File: config.mk
export PLATFORM = sky130hd
export DESIGN_NAME = muldiv_unit
export DESIGN_NICKNAME = d
export VERILOG_FILES = /design/src/rtl/muldiv_unit.sv
export SDC_FILE = /design/constraint.sdc
export NUM_CORES = 1
export LEC_CHECK = 0
export BUFFER_PORTS_ARGS = -buffer_cell sky130_fd_sc_hd__buf_2
export CAP_MARGIN = 20
export CORE_ASPECT_RATIO = 0.7
export CORE_MARGIN = 3
export CORE_UTILIZATION = 30
export CTS_BUF_LIST = sky130_fd_sc_hd__clkbuf_8
export DETAILED_ROUTE_END_ITERATION = 10
export PLACE_DENSITY = 0.51
export SLEW_MARGIN = 20
export SYNTH_ARGS = -nofsm -noshare
export SYNTH_HDL_FRONTEND = slang
export SYNTH_SLANG_ARGS = --single-unit
File: constraint.sdc
create_clock -name clk -period 11.6 [get_ports clk]
set_clock_uncertainty 0.05 [all_clocks]
set_input_delay 1.16 -clock clk [delete_from_list [all_inputs] [get_ports clk]]
set_output_delay 1.16 -clock clk [all_outputs]
set_load 0.02 [all_outputs]
File: src/rtl/muldiv_unit.sv
// muldiv_unit: RV32M multiply/divide unit, shift-add multiply and restoring divide, 33-cycle latency.
// Optional: define MULDIV_FAST_MUL_EN for a single-cycle 64-bit multiplier (divides stay iterative).
module muldiv_unit #(
  parameter int XLEN = 32
) (
  input  logic            clk,
  input  logic            rst,
  input  logic            start,
  input  logic            kill,
  input  logic [2:0]      funct3,
  input  logic [XLEN-1:0] op_a,
  input  logic [XLEN-1:0] op_b,
  output logic            busy,
  output logic            ready,
  output logic [XLEN-1:0] result
);

  typedef enum logic [1:0] {IDLE = 2'd0, BUSY = 2'd1, DONE = 2'd2} state_e;

  state_e            state_q;
  logic [4:0]        cnt_q;
  logic [2:0]        op_q;
  logic              neg_q;
  logic [XLEN-1:0]   opb_q;
  logic [2*XLEN-1:0] acc_q;
  logic [2*XLEN-1:0] acc_d;
  logic              busy_q;
  logic              ready_q;
  logic [XLEN-1:0]   result_q;

  logic              is_div_s, a_sgn_s, b_sgn_s, a_neg_s, b_neg_s, neg_s;
  logic              div_zero_s, ovf_s;
  logic [XLEN-1:0]   a_mag_s, b_mag_s;
  logic [XLEN:0]     sum_s, trial_s;

  // Apply the deferred sign and pick the product half, quotient or remainder.
  function automatic logic [XLEN-1:0] finish_res(input logic [2:0] op, input logic neg,
                                                 input logic [2*XLEN-1:0] acc);
    logic [2*XLEN-1:0] p;
    logic [XLEN-1:0]   x;
    if (op[2]) begin
      x = op[1] ? acc[2*XLEN-1:XLEN] : acc[XLEN-1:0];
      finish_res = neg ? -x : x;
    end else begin
      p = neg ? -acc : acc;
      finish_res = (op[1:0] == 2'b00) ? p[XLEN-1:0] : p[2*XLEN-1:XLEN];
    end
  endfunction

  // Operand signedness, magnitudes and single-cycle special cases.
  always_comb begin
    is_div_s = funct3[2];
    if (is_div_s) begin
      a_sgn_s = ~funct3[0];
      b_sgn_s = ~funct3[0];
    end else begin
      a_sgn_s = (funct3[1:0] == 2'b01) || (funct3[1:0] == 2'b10);
      b_sgn_s = (funct3[1:0] == 2'b01);
    end
    a_neg_s = a_sgn_s & op_a[XLEN-1];
    b_neg_s = b_sgn_s & op_b[XLEN-1];
    if (a_neg_s) a_mag_s = -op_a;
    else         a_mag_s = op_a;
    if (b_neg_s) b_mag_s = -op_b;
    else         b_mag_s = op_b;
    if (is_div_s && funct3[1]) neg_s = a_neg_s;
    else                       neg_s = a_neg_s ^ b_neg_s;
    div_zero_s = is_div_s && (op_b == '0);
    ovf_s      = is_div_s && !funct3[0] && (op_a == {1'b1, {(XLEN-1){1'b0}}}) && (op_b == '1);
  end

  // One datapath iteration: shift-add for multiply, restoring step for divide.
  always_comb begin
    sum_s   = '0;
    trial_s = '0;
    acc_d   = acc_q;
    if (op_q[2]) begin
      trial_s = acc_q[2*XLEN-1:XLEN-1] - {1'b0, opb_q};
      if (!trial_s[XLEN]) acc_d = {trial_s[XLEN-1:0], acc_q[XLEN-2:0], 1'b1};
      else                acc_d = {acc_q[2*XLEN-2:0], 1'b0};
    end else begin
      if (acc_q[0]) sum_s = {1'b0, acc_q[2*XLEN-1:XLEN]} + {1'b0, opb_q};
      else          sum_s = {1'b0, acc_q[2*XLEN-1:XLEN]};
      acc_d = {sum_s, acc_q[XLEN-1:1]};
    end
  end

  // Control FSM with registered busy/ready/result.
  always_ff @(posedge clk or negedge rst) begin
    if (!rst) begin
      state_q  <= IDLE;
      cnt_q    <= 5'd0;
      op_q     <= 3'd0;
      neg_q    <= 1'b0;
      opb_q    <= '0;
      acc_q    <= '0;
      busy_q   <= 1'b0;
      ready_q  <= 1'b0;
      result_q <= '0;
    end else begin
      ready_q <= 1'b0;
      case (state_q)
        IDLE: begin
          if (start && !kill) begin
            op_q  <= funct3;
            neg_q <= neg_s;
            cnt_q <= 5'd0;
            opb_q <= is_div_s ? b_mag_s : a_mag_s;
            acc_q <= {{XLEN{1'b0}}, (is_div_s ? a_mag_s : b_mag_s)};
            if (div_zero_s) begin
              result_q <= funct3[1] ? op_a : '1;
              state_q  <= DONE;
              ready_q  <= 1'b1;
            end else if (ovf_s) begin
              result_q <= funct3[1] ? '0 : op_a;
              state_q  <= DONE;
              ready_q  <= 1'b1;
`ifdef MULDIV_FAST_MUL_EN
            end else if (!is_div_s) begin
              result_q <= finish_res(funct3, neg_s,
                                     {{XLEN{1'b0}}, a_mag_s} * {{XLEN{1'b0}}, b_mag_s});
              state_q  <= DONE;
              ready_q  <= 1'b1;
`endif
            end else begin
              state_q <= BUSY;
              busy_q  <= 1'b1;
            end
          end
        end
        BUSY: begin
          if (kill) begin
            state_q <= IDLE;
            busy_q  <= 1'b0;
          end else begin
            acc_q <= acc_d;
            cnt_q <= cnt_q + 5'd1;
            if (cnt_q == 5'd31) begin
              result_q <= finish_res(op_q, neg_q, acc_d);
              state_q  <= DONE;
              busy_q   <= 1'b0;
              ready_q  <= 1'b1;
            end
          end
        end
        DONE: begin
          // start is deliberately ignored so a held start cannot re-issue.
          state_q <= IDLE;
        end
        default: begin
          state_q <= IDLE;
          busy_q  <= 1'b0;
        end
      endcase
    end
  end

  assign busy   = busy_q;
  assign ready  = ready_q;
  assign result = result_q;

endmodule

==> flow_summary.toml <==
[die]
core_area_sq_um = 59160
die_w_microns = 300.3
design.die.area_sq_um = 63670
io_pins = 105
rows = 74
die_h_microns = 212.0
start_util = 0.3074

[grt]
grt_max_degree = 78
grtUsageTotal = 0.2715
grt_pass1_wl_microns = 129800
grt_pass1_vias = 19362
antenna_found_initial = 8
grt_overflow = 0

[placement]
place_congestion = 1.000
post_dp_cell_area_sq_um = 19340
hpwl_microns = 69440
portBuffers = 104

[synth]
synth_warnings = 0
synth-seq-cells = 141
ys.flop_type = "dfrtp_1"
yosys-top-cells-area = "dfrtp_1 19%, a21oi_1 7.2%, nor2_1 6.1%, o21ai_0 5.8%, nand2_1 5.6%"
syn-num-nets = 2736
async_flop_share = 1.000
synth_area_leader_cell = "dfrtp_1"
synth_edf_count = 0
post_synth.cell_area_avg_sq_um = 7.020
ys_seq_area_frac = 0.1940
netlist_area_sq_um = 18190
synthCells = 2591
synth.top_cell.area_share = 0.1940
synth_cell_types = 106

[cts]
cts_setup_buffers = 0
clock_path_buffers = 2
root_buffer = "clkbuf_8"
numCtsBuffers = 17
path_clk_slew_ns = 0.09
cts_num_sinks = 141
clkLatencyLatePin_ns = 0.54
cts_tree = "done"
cts_resized = 0
cts_hold_buf = 0
htree_levels = 4

[setup_path]
path_cells = "inv_1 > ha_1 > inv_1 > fa_1 > a211oi_1 > o211ai_2 > nand4b_1 > o22a_1 > and3_1 > buf_4 > nor3_2 > a21oi_1 > ha_1 > o211ai_1 > nor4_1 > nand3_1 > nor3_1 > and4_1 > nand4_1 > o31ai_1 > xor2_1 > a311oi_1 > a211oi_1"
start_kind = "flip-flop"
critical_path.endpoint_type = "flip-flop"
r2r_setup_slack_ns = 4.93
max_stage_delay_ns = 0.58
timing_worst_setup_path_type = "reg -> reg"
required_ns = 11.97
crit_fanout = 30
cp.buffers_inverters = 3
slowest_stage = "nor4_1"
arrival_ns = 7.05
crit_family = "simple AND/OR/NAND/NOR gates"

[timing]
period_minus_slack_ns = 6.673
rsz0062_at_grt = "no"
fin_tns_setup_ns = 0
slew_headroom = 0.1861
setup_viol = 0
timing.hold.ws_ns = 0.4307
final_hold_viol_count = 0
fmax_mhz = 149.8
worstMarginPinSlew_ns = 1.212
period_share = 0.5753
drv_slew = 0

[power_and_ir_drop]
p_leak_uw = 0.007841
peakVddDrop_uv = 102.8
power_density_nw_per_um2 = 232.1

[route]
dr.first_iter.drc_count = 2985
viasPerCell = 6.245
dr.pass1.iters = 6
ant_nets = 0
vias = 21159
wl_per_cell_microns = 26.15
routed_wl_microns = 88600
drc = 0

[finish]
drive_above_1_share = 0.1051
final_common_cell = "nor2_1"
finalInstanceArea_sq_um = 19840
num-fill-cells = 6398
nets = 2721
area_delta_synth_final_pct = 9.053
final_cell_mix = "292 x nor2_1, 269 x nand2_1, 263 x a21oi_1"

[run]
maxCapViolCount = 0

[min_path]
hp-class = "reg -> reg"

[outcome]
status = "finished, final reports clean"
## synthesized netlist by cell type (11+ instances only)
library cell    n
or3_1          27
o21ai_1        11
o21bai_1       12
a211o_1        12
o21ai_0       209
a21o_1         30
buf_2          17
nor2_1        295
a21oi_1       263
buf_1          20
xnor2_1        76
inv_1          75
a31oi_1        48
nand2_1       270
o2111ai_1      12
or4_1          14
mux2_2         22
and2_1         19
nor2b_1        13
mux2i_1        54
o211ai_1       44
nand4_1        41
a211oi_1       66
ha_1           72
nand2b_1       20
xor2_1         64
nor4_1         26
nor3_1        105
nand3_1        80
a311oi_1       11
clkbuf_1      137
o21a_1         12
and3_1         19
o31ai_1        37
o31a_1         13
or2_2          11
dfrtp_1       141
## per-layer routing
metal  GRT usage  wire (microns)
met1      0.4019           40480
met2      0.3642           34140
met3      0.1017           11830
met4     0.06625            2129
met5           0              11
## final timing paths
check	from	end	cells past startpoint
min in group asynchronous	rst	acc_q[59]	1
min reg2reg	cnt_q[4]	cnt_q[4]	2
min	cnt_q[4]	cnt_q[4]	2
max	acc_q[31]	result[24]	23
max in group asynchronous	rst	op_q[1]	2
max reg2reg	acc_q[31]	result[24]	23
## report_power, final
| part | total (uW) | switching, uW | internal, uW |
|---|---|---|---|
| combinational | 3300 | 2220 | 1070 |
| sequential | 772 | 187 | 585 |
| clock | 535 | 248 | 287 |
## state kept, by name (all words and copies together), names as in the netlist
signal / flops
result: 32
ready: 1
acc_q: 64
busy: 1
opb_q: 32
op_q: 3
cnt_q: 5
state_q: 2
neg_q: 1
## cell type report
cell class	count	area, sq um	share of cell area
Antenna cell	1	2.502	0.0001262
Clock buffer	19	261.5	0.01318
Clock inverter	13	219.0	0.01104
Inverter	77	289.0	0.01457
Multi-Input combinational cell	2190	13670	0.6890
Sequential cell	141	3535	0.1782
Tap cell	798	998.5	0.05034
Timing Repair Buffer	149	864.6	0.04359
## cells by family (layout without fill, tap and decap cells)
family	count (synthesis)	count (layout)	synth area share
buffers and inverters	260	258	0.05730
XOR/XNOR	140	140	0.06741
AND/OR/NAND/NOR	998	998	0.2651
flip-flops	141	141	0.1940
AO/OA/AOI/OAI	897	897	0.3181
adder cells (fa/ha/maj)	78	78	0.05393
other	0	1	0
multiplexers	77	77	0.04416
## tightest hold or removal path: cells and delay by family, from the launching register on
family | cells | cell delay (ns)
simple gates | 2 | 0.10
flops | 1 | 0.36
## stage by stage
step           total power [uW]    util  worst slack (ns)  instances
4_1_cts                    4477  0.3351             5.205       3387
5_1_grt                    4883  0.3353             4.439       3388
3_5_place_dp               3940  0.3270             5.248       3355
6_report                   4603  0.3353             4.927       3388
3_3_place_gp               3916  0.3270             5.378       3355
2_1_floorplan              2959       -             6.713       2591
(Power assumes the default switching activity.)
